<file path="src/rtl/fp_addsub_rr_scheduler_pkg.sv">
// Shared FP definitions and scheduler types for the shared add/sub datapath.
// Latency: n/a (types and constants only).
// Backpressure: n/a.
`ifndef FP_DEFINES_SVH
`define FP_DEFINES_SVH
`define DWIDTH   16
`define EXPONENT 5
`define MANTISSA 10
`endif

package fp_addsub_rr_scheduler_pkg;

    localparam int DWIDTH   = `DWIDTH;
    localparam int EXPONENT = `EXPONENT;
    localparam int MANTISSA = `MANTISSA;

    // Datapath Ctrl encoding
    localparam logic FP_OP_ADD = 1'b0;
    localparam logic FP_OP_SUB = 1'b1;

    typedef logic [DWIDTH-1:0] fp_word_t;

    // One issued operation as presented to the datapath
    typedef struct packed {
        fp_word_t a;
        fp_word_t b;
        logic     ctrl;
    } fp_issue_t;

endpackage

</file>
<file path="src/rtl/fp_addsub_rr_scheduler_rr_arbiter.sv">
// Round-robin arbiter: first set request at or above ptr (mod NREQ) wins.
// Latency: purely combinational.
// Backpressure: none; caller masks req to suppress grants.
import fp_addsub_rr_scheduler_pkg::*;

module rr_arbiter #(
    parameter int NREQ = 4,
    parameter int IDW  = 2
) (
    input  logic [NREQ-1:0] req,
    input  logic [IDW-1:0]  ptr,
    output logic [NREQ-1:0] gnt,
    output logic [IDW-1:0]  gnt_id,
    output logic            gnt_vld,
    output logic [IDW-1:0]  nxt_ptr
);

    localparam int SW = IDW + 1;

    logic [SW-1:0]  sum;
    logic [IDW-1:0] idx;

    // Walk candidates ptr, ptr+1, ... wrapping at NREQ; keep the first hit
    always_comb begin
        gnt     = '0;
        gnt_id  = '0;
        gnt_vld = 1'b0;
        nxt_ptr = ptr;
        sum     = '0;
        idx     = '0;
        for (int k = 0; k < NREQ; k++) begin
            sum = {1'b0, ptr} + SW'(k);
            if (sum >= SW'(NREQ)) begin
                sum = sum - SW'(NREQ);
            end
            idx = sum[IDW-1:0];
            if (!gnt_vld && req[idx]) begin
                gnt_vld  = 1'b1;
                gnt[idx] = 1'b1;
                gnt_id   = idx;
                nxt_ptr  = (idx == IDW'(NREQ - 1)) ? '0 : idx + 1'b1;
            end
        end
    end

endmodule

</file>
<file path="src/rtl/fp_addsub_rr_scheduler.sv">
// Shares one pipelined FP add/sub datapath among NREQ requesters, round-robin, one op/cycle.
// Latency: gnt -> res_valid is LAT+2 cycles; results return in issue order.
// Backpressure: none from the datapath; hold stops new grants while in-flight ops drain.
import fp_addsub_rr_scheduler_pkg::*;

module fp_addsub_rr_scheduler #(
    parameter int NREQ = 4,
    parameter int IDW  = 2,
    parameter int LAT  = 4
) (
    input  logic                   clk,
    input  logic                   rst_n,
    input  logic [NREQ-1:0]        req,
    input  logic [NREQ*DWIDTH-1:0] a_in,
    input  logic [NREQ*DWIDTH-1:0] b_in,
    input  logic [NREQ-1:0]        op_in,
    input  logic                   hold,
    output logic [NREQ-1:0]        gnt,
    output logic [DWIDTH-1:0]      fp_a,
    output logic [DWIDTH-1:0]      fp_b,
    output logic                   fp_ctrl,
    output logic                   fp_in_valid,
    input  logic [DWIDTH-1:0]      fp_z,
    input  logic                   fp_eof,
    output logic                   res_valid,
    output logic [IDW-1:0]         res_id,
    output logic [DWIDTH-1:0]      res_z,
    output logic                   res_eof,
    output logic                   eof_sticky,
    input  logic                   eof_clr,
    output logic                   busy
);

    logic [NREQ-1:0] req_eff;
    logic [IDW-1:0]  ptr;
    logic [IDW-1:0]  nxt_ptr;
    logic [IDW-1:0]  gnt_id;
    logic            gnt_vld;

    fp_issue_t       iss_q;
    fp_issue_t       iss_d;
    logic [IDW-1:0]  iss_id;

    logic [LAT-1:0]  tag_vld;
    logic [IDW-1:0]  tag_id [LAT];

    // No grants while held or while reset is applied
    assign req_eff = (hold || !rst_n) ? '0 : req;

    rr_arbiter #(
        .NREQ (NREQ),
        .IDW  (IDW)
    ) u_arb (
        .req     (req_eff),
        .ptr     (ptr),
        .gnt     (gnt),
        .gnt_id  (gnt_id),
        .gnt_vld (gnt_vld),
        .nxt_ptr (nxt_ptr)
    );

    assign fp_a    = iss_q.a;
    assign fp_b    = iss_q.b;
    assign fp_ctrl = iss_q.ctrl;

    // Select the granted requester's operands; keep the previous ones when idle
    always_comb begin
        iss_d = iss_q;
        if (gnt_vld) begin
            iss_d.a    = a_in[int'(gnt_id)*DWIDTH +: DWIDTH];
            iss_d.b    = b_in[int'(gnt_id)*DWIDTH +: DWIDTH];
            iss_d.ctrl = op_in[gnt_id];
        end
    end

    // Round-robin pointer and issue register feeding the datapath
    always_ff @(posedge clk or negedge rst_n) begin
        if (!rst_n) begin
            ptr         <= '0;
            iss_q       <= '0;
            iss_id      <= '0;
            fp_in_valid <= 1'b0;
        end else begin
            if (gnt_vld) begin
                ptr    <= nxt_ptr;
                iss_id <= gnt_id;
            end
            iss_q       <= iss_d;
            fp_in_valid <= gnt_vld;
        end
    end

    // Tag pipeline: entry LAT-1 owns the fp_z/fp_eof currently on the datapath outputs
    always_ff @(posedge clk or negedge rst_n) begin
        if (!rst_n) begin
            tag_vld <= '0;
            for (int k = 0; k < LAT; k++) begin
                tag_id[k] <= '0;
            end
        end else begin
            tag_vld[0] <= fp_in_valid;
            tag_id[0]  <= iss_id;
            for (int k = 1; k < LAT; k++) begin
                tag_vld[k] <= tag_vld[k-1];
                tag_id[k]  <= tag_id[k-1];
            end
        end
    end

    // Return register; value fields only move when a tagged result arrives
    always_ff @(posedge clk or negedge rst_n) begin
        if (!rst_n) begin
            res_valid <= 1'b0;
            res_id    <= '0;
            res_z     <= '0;
            res_eof   <= 1'b0;
        end else begin
            res_valid <= tag_vld[LAT-1];
            if (tag_vld[LAT-1]) begin
                res_id  <= tag_id[LAT-1];
                res_z   <= fp_z;
                res_eof <= fp_eof;
            end
        end
    end

    // Sticky overflow flag; a new overflow result beats a simultaneous clear
    always_ff @(posedge clk or negedge rst_n) begin
        if (!rst_n) begin
            eof_sticky <= 1'b0;
        end else begin
            eof_sticky <= (res_valid & res_eof) | (eof_sticky & ~eof_clr);
        end
    end

    assign busy = fp_in_valid | (|tag_vld) | res_valid;

endmodule
</file>
<file path="config.mk">
export PLATFORM = sky130hd
export DESIGN_NAME = fp_addsub_rr_scheduler
export DESIGN_NICKNAME = d
export VERILOG_FILES = /design/src/rtl/fp_addsub_rr_scheduler_pkg.sv /design/src/rtl/fp_addsub_rr_scheduler_rr_arbiter.sv /design/src/rtl/fp_addsub_rr_scheduler.sv
export SDC_FILE = /design/constraint.sdc
export NUM_CORES = 1
export LEC_CHECK = 0
export BUFFER_PORTS_ARGS = -buffer_cell sky130_fd_sc_hd__buf_4
export CORE_MARGIN = 1
export CORE_UTILIZATION = 51
export DETAILED_ROUTE_END_ITERATION = 10
export GPL_TIMING_DRIVEN = 0
export PLACE_DENSITY = 0.86
export SYNTH_ARGS = -nofsm -noshare
export SYNTH_HDL_FRONTEND = slang
export SYNTH_SLANG_ARGS = --single-unit
</file>
<file path="constraint.sdc">
create_clock -name clk -period 6.4 [get_ports clk]
set_input_delay 1.6 -clock clk [delete_from_list [all_inputs] [get_ports clk]]
set_output_delay 1.6 -clock clk [all_outputs]
set_load 0.01 [all_outputs]
</file>
==> results by group <==
STA
  • Unrepaired setup endpoints after global routing: no
  • Fmax: 181 MHz
  • Final period util: 0.865
  • Slew @ Worst Pin: 0.958 ns
  • Max Slew Vio Count: 0
  • Period minus WS final: 5.53 ns
  • Final setup fails: 0
  • Worst slew margin: 0.361
  • Final TNS setup: 0 ns
  • Final WS setup: 0.865 ns
  • Setup Skew: 0.0112 ns
  • Hold Fails Final Rpt: 0

CTS
  • Clock tree buffer depth: 2
  • H-tree Lvls: 3
  • Worst-skew pair later-pin latency: 0.35 ns
  • Clock root cell: clkbuf_8
  • Hold Buf Count CTS: 0
  • CTS sink cnt: 71
  • CTS tree: done
  • Post-CTS Resized: 0
  • CTS Buf Count: 9
  • Clk slew on worst S/H paths: 0.08 ns
  • Setup bufs post-CTS: 0

Floorplan
  • Die height: 97.5 um
  • Site row count: 34
  • Die ar.: 0.00950 sq mm
  • Top Ports: 217
  • Starting density of the core: 0.530
  • Core area: 0.00876 sq mm
  • Die X: 97.5 um

Global route
  • GRT overflow: 0
  • Initial antenna violation count: 0
  • GR Util met2: 0.545
  • Pin count of the biggest net entering global routing: 76
  • Routing usage on met1: 0.355
  • Busiest grt layer: met2
  • Vias in the first global route: 4,769
  • First-pass GRT wire length: 23.3 mm
  • GRT Overall Usage: 0.308
  • GR met3 Demand/Resource: 0.0741

Yosys
  • Yosys reg bits: 71
  • Mapped cell area: 0.00465 sq mm
  • YS warnings: 0
  • Sequential area share after synthesis: 0.382
  • Number of synthesized flops with an enable pin: 0
  • Distinct cells, synth: 45
  • Most common flop cell mapped by yosys: dfrtp_1
  • Gate Count Post-Synth: 439
  • Async SR Flop Fraction: 1.00
  • Net count after synthesis: 604
  • Syn_area_per_cell: 10.6 sq um

Worst hold path
  • Hold Path Class: flop to flop

Power and ir drop
  • VDD IR max: 0.182 mV
  • Cell Pwr Density: 358 mW/mm^2
  • P_leak: 3.53 nW

Critical path
  • Worst-path fanout max: 75
  • CP Capture Type: output pin
  • Crit path DAT: 3.93 ns
  • Class of the most critical setup path: primary input to output pin
  • Crit path required time: 4.80 ns
  • Critical Path Source Type: primary input

Place
  • Post-DP HPWL: 11.2 mm
  • PortBufs: 214
  • Area after DPL: 0.00639 sq mm
  • Dpl ws: 0.830 ns
  • Gpl congestion: 0.858

Cells and area
  • Layout Area Growth over Synthesis: 41.5%
  • Ant diodes: 0
  • Register area: 0.00178 sq mm
  • Final instance area: 0.00658 sq mm
  • Multi-input gate area: 0.00265 sq mm
  • Layout cell share with drive strength beyond 1: 0.404
  • Filler cells: 652
  • Fin nets: 829

Drt
  • Wire per inst: 18.8 um
  • ANT nets after route: 0
  • Routed WL: 14.6 mm
  • DR DRC count: 0
  • Vias: 4,682
  • Initial drt markers: 200
  • Vias per cell: 6.03
  • DR pass1 iterations: 5

Run status
  • Status: completed

Flow run
  • Number of max-cap violations: 0
where the power goes:
group          leakage [nW]  total [mW]  internal (mW)  switching (mW)
combinational          2.59        1.28          0.633           0.647
sequential            0.842       0.719          0.612           0.107
clock                0.0903       0.352          0.150           0.203
total                  3.53        2.35           1.39           0.957
layout by cell type (no fill, tap or decap), types with 12 or more instances in the layout:
| cell | netlist | final |
|---|---|---|
| buf_4 | 2 | 216 |
| mux2i_1 | 102 | 102 |
| dfrtp_1 | 71 | 71 |
| nand2_1 | 27 | 27 |
| a2bb2oi_1 | 25 | 25 |
| o221ai_1 | 25 | 25 |
| clkbuf_1 | 24 | 24 |
| mux2_2 | 19 | 19 |
| nor2_1 | 13 | 13 |
| nor3_1 | 13 | 13 |
| buf_2 | 12 | 12 |
| o21ai_0 | 12 | 12 |
| a21oi_1 | 12 | 12 |
cells by family (layout without fill, tap and decap cells):
| logic type | after synthesis | in the layout | synth area share |
|---|---|---|---|
| buf+inv | 48 | 278 | 0.0485 |
| fa+ha+maj | 8 | 8 | 0.0215 |
| simple gates | 70 | 70 | 0.0719 |
| flops | 71 | 71 | 0.382 |
| compound gates | 120 | 120 | 0.205 |
| mux | 122 | 122 | 0.271 |
synthesized netlist by cell type, types with 3 or more instances:
library cell / number / share of area
mux2_2: 19 / 0.046
o31ai_1: 3 / 0.0048
clkbuf_1: 24 / 0.019
o221ai_1: 25 / 0.047
dfrtp_1: 71 / 0.38
mux2i_1: 102 / 0.22
inv_1: 6 / 0.0048
a22oi_1: 8 / 0.013
nor2_1: 13 / 0.010
o22a_1: 9 / 0.017
a21oi_1: 12 / 0.013
nand2_1: 27 / 0.022
a2bb2oi_1: 25 / 0.047
nor3b_1: 3 / 0.0048
buf_6: 3 / 0.0073
ha_1: 8 / 0.022
o21ai_0: 12 / 0.013
o311ai_1: 7 / 0.013
a222oi_1: 4 / 0.0086
nor3_1: 13 / 0.014
buf_2: 12 / 0.013
routing by layer:
layer	routed length, um	vias up
li1	-	2136
met1	5530	2248
met2	7440	260
met3	1210	38
met4	442	0
met5	0	-
sequential cells by signal, summed over array words and instances (netlist names):
| signal | count |
|---|---|
| fp_ctrl | 1 |
| fp_a | 16 |
| res_valid | 1 |
| res_z | 16 |
| fp_b | 16 |
| res_eof | 1 |
| tag_id | 8 |
| tag_vld | 4 |
| eof_sticky | 1 |
| res_id | 2 |
| fp_in_valid | 1 |
| ptr | 2 |
| iss_id | 2 |
worst max-delay path, cell delays in order:
cell and delay (ns):
buf_4 0.71, or3b_1 0.44, o22a_1 0.29, nor2_1 0.23
clkbuf_1 0.36, nand2_1 0.09, nand2_1 0.07, buf_4 0.12
path summary, 6_finish.rpt:
path	startpoint	to	slack, ns	depth (start not counted)
max in group asynchronous	rst_n	res_z[6]$_DFFE_PN0P_	4.39	1
max	rst_n	gnt[2]	0.87	8
min reg2reg	tag_id[6]$_DFF_PN0_	tag_id[4]$_DFF_PN0_	0.35	0
min	tag_id[6]$_DFF_PN0_	tag_id[4]$_DFF_PN0_	0.35	0
max reg2reg	ptr[0]$_DFFE_PN0P_	fp_a[7]$_DFFE_PN0P_	2.33	13
min in group asynchronous	rst_n	fp_b[7]$_DFFE_PN0P_	1.39	1
layout make-up:
cell class,count,area share
buffer,42,0.0308
clock buffer,9,0.0188
clock inverter,7,0.00970
inverter,6,0.00342
multi-input combinational,320,0.402
sequential,71,0.270
tap,108,0.0205
timing repair buffer,214,0.244
metrics by stage:
stage	cells	power, mW	utilization	hold WS [ns]
2_1_floorplan	439	1.49	-	0.331
3_3_place_gp	761	1.95	0.729	0.334
3_5_place_dp	761	2.00	0.729	0.335
4_1_cts	777	2.35	0.751	0.346
5_1_grt	777	2.49	0.751	0.365
6_report	777	2.35	0.751	0.345
(Power assumes the default switching activity.)
